`config.mk`:
```
export PLATFORM = sky130hd
export DESIGN_NAME = id_resp_queue_bank
export DESIGN_NICKNAME = d
export VERILOG_FILES = /design/src/rtl/id_resp_queue_bank.sv
export SDC_FILE = /design/constraint.sdc
export NUM_CORES = 1
export LEC_CHECK = 0
export BUFFER_PORTS_ARGS = -buffer_cell sky130_fd_sc_hd__buf_2
export CORE_MARGIN = 2
export CORE_UTILIZATION = 50
export DETAILED_ROUTE_END_ITERATION = 12
export PLACE_DENSITY_LB_ADDON = 0.3
export SLEW_MARGIN = 20
export SYNTH_ARGS = -nofsm -noshare
export SYNTH_HDL_FRONTEND = slang
export SYNTH_SLANG_ARGS = --single-unit
```
`constraint.sdc`:
```
create_clock -name clock -period 5 [get_ports clock]
set_clock_uncertainty 0.1 [all_clocks]
set_input_delay 1.5 -clock clock [delete_from_list [all_inputs] [get_ports clock]]
set_output_delay 1.5 -clock clock [all_outputs]
set_load 0.05 [all_outputs]
```
`src/rtl/id_resp_queue_bank.sv`:
```
// Per-ID response queue bank: steers ID-tagged beats into per-ID FIFOs, pops by ID.
// Latency 1 (enqueue to poppable, no bypass); illegal IDs sunk; full queue deasserts enq_ready. Error outputs under `ID_QUEUE_ERR_EN.
module id_resp_queue_bank #(
    parameter int NUM_IDS = 2,
    parameter int ID_W    = 4,
    parameter int DEPTH   = 4,
    parameter int DATA_W  = 64
) (
    input  logic                clock,
    input  logic                reset,
    input  logic                enq_valid,
    output logic                enq_ready,
    input  logic [ID_W-1:0]     enq_id,
    input  logic [DATA_W-1:0]   enq_data,
    input  logic                deq_req,
    input  logic [ID_W-1:0]     deq_id,
    output logic                deq_valid,
    output logic [DATA_W-1:0]   deq_data,
    output logic [NUM_IDS-1:0]  q_nonempty,
    output logic [NUM_IDS-1:0]  q_full
`ifdef ID_QUEUE_ERR_EN
    ,
    output logic                err_sticky,
    output logic [1:0]          err_cause
`endif
);

    localparam int PTR_W = $clog2(DEPTH);
    localparam int CNT_W = PTR_W + 1;
    localparam int IDX_W = (NUM_IDS > 1) ? $clog2(NUM_IDS) : 1;

    logic [DATA_W-1:0] mem_q [NUM_IDS][DEPTH];
    logic [DATA_W-1:0] mem_d [NUM_IDS][DEPTH];
    logic [PTR_W-1:0]  wr_ptr_q [NUM_IDS];
    logic [PTR_W-1:0]  wr_ptr_d [NUM_IDS];
    logic [PTR_W-1:0]  rd_ptr_q [NUM_IDS];
    logic [PTR_W-1:0]  rd_ptr_d [NUM_IDS];
    logic [CNT_W-1:0]  count_q  [NUM_IDS];
    logic [CNT_W-1:0]  count_d  [NUM_IDS];
    logic [NUM_IDS-1:0] nonempty_q, nonempty_d;
    logic [NUM_IDS-1:0] full_q, full_d;
    logic [NUM_IDS-1:0] push, pop;

    logic             enq_legal, deq_legal;
    logic [IDX_W-1:0] enq_idx, deq_idx;

    assign enq_legal = int'(enq_id) < NUM_IDS;
    assign deq_legal = int'(deq_id) < NUM_IDS;
    assign enq_idx   = enq_id[IDX_W-1:0];
    assign deq_idx   = deq_id[IDX_W-1:0];

    // Illegal IDs are always accepted so a bad producer can never wedge the channel.
    assign enq_ready  = enq_legal ? ~full_q[enq_idx] : 1'b1;
    assign deq_valid  = deq_legal & nonempty_q[deq_idx];
    assign q_nonempty = nonempty_q;
    assign q_full     = full_q;

    always_comb begin
        deq_data = '0;
        if (deq_valid) begin
            deq_data = mem_q[deq_idx][rd_ptr_q[deq_idx]];
        end
    end

    always_comb begin
        mem_d      = mem_q;
        wr_ptr_d   = wr_ptr_q;
        rd_ptr_d   = rd_ptr_q;
        count_d    = count_q;
        nonempty_d = nonempty_q;
        full_d     = full_q;
        push       = '0;
        pop        = '0;
        for (int i = 0; i < NUM_IDS; i++) begin
            // Push uses the registered full flag: a same-cycle pop does not free a slot.
            push[i] = enq_valid & enq_legal & (enq_idx == IDX_W'(i)) & ~full_q[i];
            pop[i]  = deq_req & deq_valid & (deq_idx == IDX_W'(i));
            if (push[i]) begin
                mem_d[i][wr_ptr_q[i]] = enq_data;
                wr_ptr_d[i] = wr_ptr_q[i] + PTR_W'(1);
            end
            if (pop[i]) begin
                rd_ptr_d[i] = rd_ptr_q[i] + PTR_W'(1);
            end
            case ({push[i], pop[i]})
                2'b10:   count_d[i] = count_q[i] + CNT_W'(1);
                2'b01:   count_d[i] = count_q[i] - CNT_W'(1);
                default: count_d[i] = count_q[i];
            endcase
            nonempty_d[i] = count_d[i] != '0;
            full_d[i]     = count_d[i] == CNT_W'(DEPTH);
        end
    end

    always_ff @(posedge clock) begin
        mem_q <= mem_d;
    end

    always_ff @(posedge clock) begin
        if (reset) begin
            for (int i = 0; i < NUM_IDS; i++) begin
                wr_ptr_q[i] <= '0;
                rd_ptr_q[i] <= '0;
                count_q[i]  <= '0;
            end
            nonempty_q <= '0;
            full_q     <= '0;
        end else begin
            wr_ptr_q   <= wr_ptr_d;
            rd_ptr_q   <= rd_ptr_d;
            count_q    <= count_d;
            nonempty_q <= nonempty_d;
            full_q     <= full_d;
        end
    end

`ifdef ID_QUEUE_ERR_EN
    logic [1:0] err_q, err_d;

    always_comb begin
        err_d = err_q;
        if (enq_valid & ~enq_legal) begin
            err_d[0] = 1'b1;
        end
        if (deq_req & ~deq_valid) begin
            err_d[1] = 1'b1;
        end
    end

    always_ff @(posedge clock) begin
        if (reset) begin
            err_q <= '0;
        end else begin
            err_q <= err_d;
        end
    end

    assign err_cause  = err_q;
    assign err_sticky = |err_q;
`endif

endmodule
```
# == After elaboration in Yosys (flattened, before gate mapping) ==
# Index checks and enable logic that the tools add are counted.
# op_classes
n_reduce_logical,4
magnitude_cmp,10
mux,23
n_eq_ne,6
addsub,8
bitwise,18
# ops
op,count
256-bit two-way mux,3
256-bit bitwise mux,2
64-bit two-way mux,5
64-bit demux with 2-bit select,2
64-bit binary-select mux with 2-bit select,1
3-bit case mux with 2 select lines,2
1-bit bitwise AND,9
3-bit >= comparator (second input constant),3
2-bit inverter with 3-bit output,3
2-bit by 1-bit adder with 2-bit output (second input constant),4
4-bit by 2-bit less-than comparator with 1-bit output (second input constant),2
3-bit by 1-bit adder with 3-bit output (second input constant),2
3-bit equality test (second input constant),2
3-bit by 1-bit less-than comparator with 1-bit output (second input constant),2
2-bit two-way mux,3
3-bit nonzero test,2
3-bit by 1-bit subtractor with 3-bit output (second input constant),2
1-bit two-way mux,5
1-bit inverter,5
2-bit by 1-bit equality test with 1-bit output (second input constant),2
2-bit equality test (second input constant),2
1-bit by 2-bit less-than comparator with 1-bit output (second input constant),2
2-bit >= comparator (second input constant),1
1-bit logical AND,2
1-bit inverter with 2-bit output,1
# totals
output_inout_bits,70
ff_bits,530
word_cells,85
in_bits,76

# == Logic depth before layout (Yosys ltp) ==
# logic_depth
word_depth,9
mapped_depth,9
depth_no_buf,8

# == Least setup slack after synthesis ==
# No wires, ideal clock.
# synth_timing
path_kind,input -> output
from,input deq_id[3]
to,output deq_data[0]
required_time_ns,3.400
path_slack_ns,0.489
path_buffers,2
arrival_ns,2.911
path_stages,5
path_cell_list,or3_1 nor3b_1 buf_2 buf_4 a22o_1
# synth_via
elab_chain_len,3
# synth_rtl
element,line_no,text
"start, declared",16,"input logic [ID_W-1:0] deq_id,"
4-bit by 2-bit less-than comparator with 1-bit output,48,assign deq_legal = int'(deq_id) < NUM_IDS;
1-bit bitwise AND,54,assign deq_valid = deq_legal & nonempty_q[deq_idx];
64-bit two-way mux,60,if (deq_valid) begin
"end, declared",18,"output logic [DATA_W-1:0] deq_data,"
# Every way passes these cells.

# == Final worst setup path ==
# layout_timing
from,input deq_id[3]
to,output deq_data[9]
# The elaborated chain is that of the path after synthesis.

==> results.ini <==
[die]
die_w_um=210
io_pins=146
placeableCoreArea_um2=41900
die_y_um=210
start_util_pct=50.6
core.rowCount=75
die_area_um2=44000

[final_layout]
drive_gt1_share_pct=19.7
nets=1389
area_growth_pct=15.7
final_area_um2=24500

[critical_path]
cp-end-kind=output port
cp.arrival_ns=3.28
timing.rr.start=q_full[1]
slowest_delay_ns=0.45
cp_common_cell=buf_2
start_kind=primary input
criticalPathCategory=primary input to output port
path_cells=buf_2 -> or3_1 -> nor3b_2 -> buf_4 -> a22o_1 -> buf_2
crit_path_max_fanout=29
startpoint=deq_id[3]
crit_required_ns=3.40
cp_slowest_cell=or3_1

[cts]
clk_path_buf_depth=3
h-tree-depth=2
cts_tree=yes
cts-root-buf=clkbuf_16
cts.clk_slew.worst_paths_ns=0.06
hold_buffers=0
post-cts-setup-buffers=0
cts_resized=0
clk-insertion-delay-late_ns=0.57
cts.sinks=530
cts_made_buffers=52

[logic_synthesis]
yosys.area.top_type=edfxtp_1
synth-simple-area-share_pct=1.31
ys_seq_area_share_pct=74.3
synthCells=1136
ys_seq_elements=530
synth_top_area_share_pct=72.6
synth_area_leaders=edfxtp_1 (73%), mux2i_1 (18%), a22o_1 (2.6%)
synth_xor_area_share_pct=0.0828
syn_nets=1224
synth_top_family_by_area=multiplexers
syn_avg_cell_area_um2=18.6
ys_warn_count=0
synth_cell_types=34
synth_compound_area_share_pct=3.22
synthAdderAreaFrac_pct=0.780
muxShareOfSynthArea_pct=18.6
synth_area_um2=21200

[power_and_ir_drop]
powerDensity_nw_per_um2=371
vdd_ir_drop_max_uv=305
p_total_mw=9.09
leakagePower_nw=8.17

[global_routing]
grt_usage_pct=19.3
antenna_found_initial=5
overflow=0
grt_pass1_wl_um=63900
grt_pass1_vias=10800
grt_max_degree=67

[detailed_routing]
drt_iter0_drc=593
avgViaCountPerCell=5.61
drt_wl_total_um=42200
via_count=10600
antenna_left=0
firstDrtPassIters=4
drt-wirelength-per-cell_um=22.4
remaining_drc_errors=0

[sta]
period_share_pct=97.6
grt_setup_unrepaired=no
post-route-min-period_ns=4.88
fin_ws_ns=0.118
slew_viol_final=0
fmax_mhz=205
maxSlewHeadroom_pct=32.5
tightest_slew_ns=1.01
setup_viol=0
finalSetupTns_ns=0
hold_viol_final=0

[job]
maxCapViolations=0

[place]
place_area_um2=22700
dp_slack_ns=0.112
io_buffers=145
gp_congestion=0.716
hpwl_um=23100

[min_path]
min_path_type=flip-flop to flip-flop
min_from=rd_ptr_q[1]

[run_status]
status=finished, final reports clean

==> cell type report <==
type	count	area, µm²
inverter	7	26.3
multi-input combinational	536	5100
fill	3105	17400
clock inverter	31	387
timing repair buffer	174	1160
clock buffer	64	1390
tap	539	674
antenna	1	2.50
sequential	530	15700
==> through the flow <==
| stage | std cells | util (%) | hold WS [ns] |
|---|---|---|---|
| 2_1_floorplan | 1136 | - | 0.352 |
| 3_3_place_gp | 1786 | 54.3 | 0.368 |
| 6_report | 1882 | 58.5 | 0.388 |
| 3_5_place_dp | 1786 | 54.3 | 0.380 |
| 4_1_cts | 1881 | 58.5 | 0.388 |
| 5_1_grt | 1882 | 58.5 | 0.401 |
==> registers in the layout, indices dropped and copies added, names as in the netlist <==
| register | cells |
|---|---|
| count_q | 6 |
| mem_q | 512 |
| q_full | 2 |
| q_nonempty | 2 |
| rd_ptr_q | 4 |
| wr_ptr_q | 4 |
==> metal layers <==
metal,vias up,share of wire (%),GRT usage [%]
met5,-,0.12,0
met4,8,1.7,5.09
met3,63,4.4,3.68
met2,207,50,33.1
met1,5418,44,25.3
li1,4855,-,-
==> logic make-up (layout without fill, tap and decap cells) <==
family | count (synthesis) | in the layout
DFF | 530 | 530
other | 0 | 1
buffers and inverters | 70 | 276
xor gates and xnor gates | 2 | 2
adders and majority gates | 12 | 12
and+or+nand+nor | 45 | 45
muxes | 393 | 393
AOI/OAI and AO/OA | 84 | 84
==> power breakdown <==
part,switching [mW],leakage (nW),internal [mW]
Clock,1.58,0.859,2.43
Sequential,0.00435,4.75,4.88
Combinational,0.128,2.56,0.0698
==> cells in the mapped netlist <==
master / n
fa_1: 2
and4b_1: 1
o21ai_0: 5
o31ai_1: 1
a211oi_1: 2
nand3b_1: 1
a22o_1: 64
mux2_2: 3
a31oi_1: 2
xnor2_1: 2
or4_1: 1
buf_1: 1
edfxtp_1: 512
a21oi_1: 6
buf_2: 47
nand2b_1: 9
and2_1: 8
buf_4: 8
and3b_1: 2
nand2_1: 2
o22a_1: 2
or4b_1: 1
or3_1: 6
nor3b_1: 1
o22ai_1: 2
nor3_4: 1
and3_1: 1
ha_1: 10
clkbuf_1: 7
nor3_1: 1
mux2i_1: 390
nor2_1: 10
inv_1: 7
dfxtp_1: 18
==> cell usage in the layout, fill, tap and decap left out, types with 10 or more instances in the layout <==
| cell | n |
|---|---|
| buf_12 | 17 |
| buf_4 | 12 |
| clkbuf_16 | 54 |
| ha_1 | 10 |
| edfxtp_1 | 512 |
| dfxtp_1 | 16 |
| clkinv_1 | 10 |
| mux2i_1 | 390 |
| nor2_1 | 10 |
| buf_2 | 144 |
| a22o_1 | 64 |
| clkbuf_1 | 10 |
==> path summary, 6_finish.rpt <==
| check | endpoint | slack (ns) | cells after the start |
|---|---|---|---|
| worst max-delay path | deq_data[9] | 0.12 | 6 |
| worst min-delay path | rd_ptr_q[1] | 0.39 | 2 |
| worst max register to register | q_full[1] | 2.54 | 7 |
| worst min register to register | rd_ptr_q[1] | 0.39 | 2 |
==> critical path: cells and delay by family <==
kind	cells	cell delay, ns
buffers and inverters	3	0.77
and+or+nand+nor	2	0.75
AOI/OAI and AO/OA	1	0.23
Power figures use the tool's default switching activity.
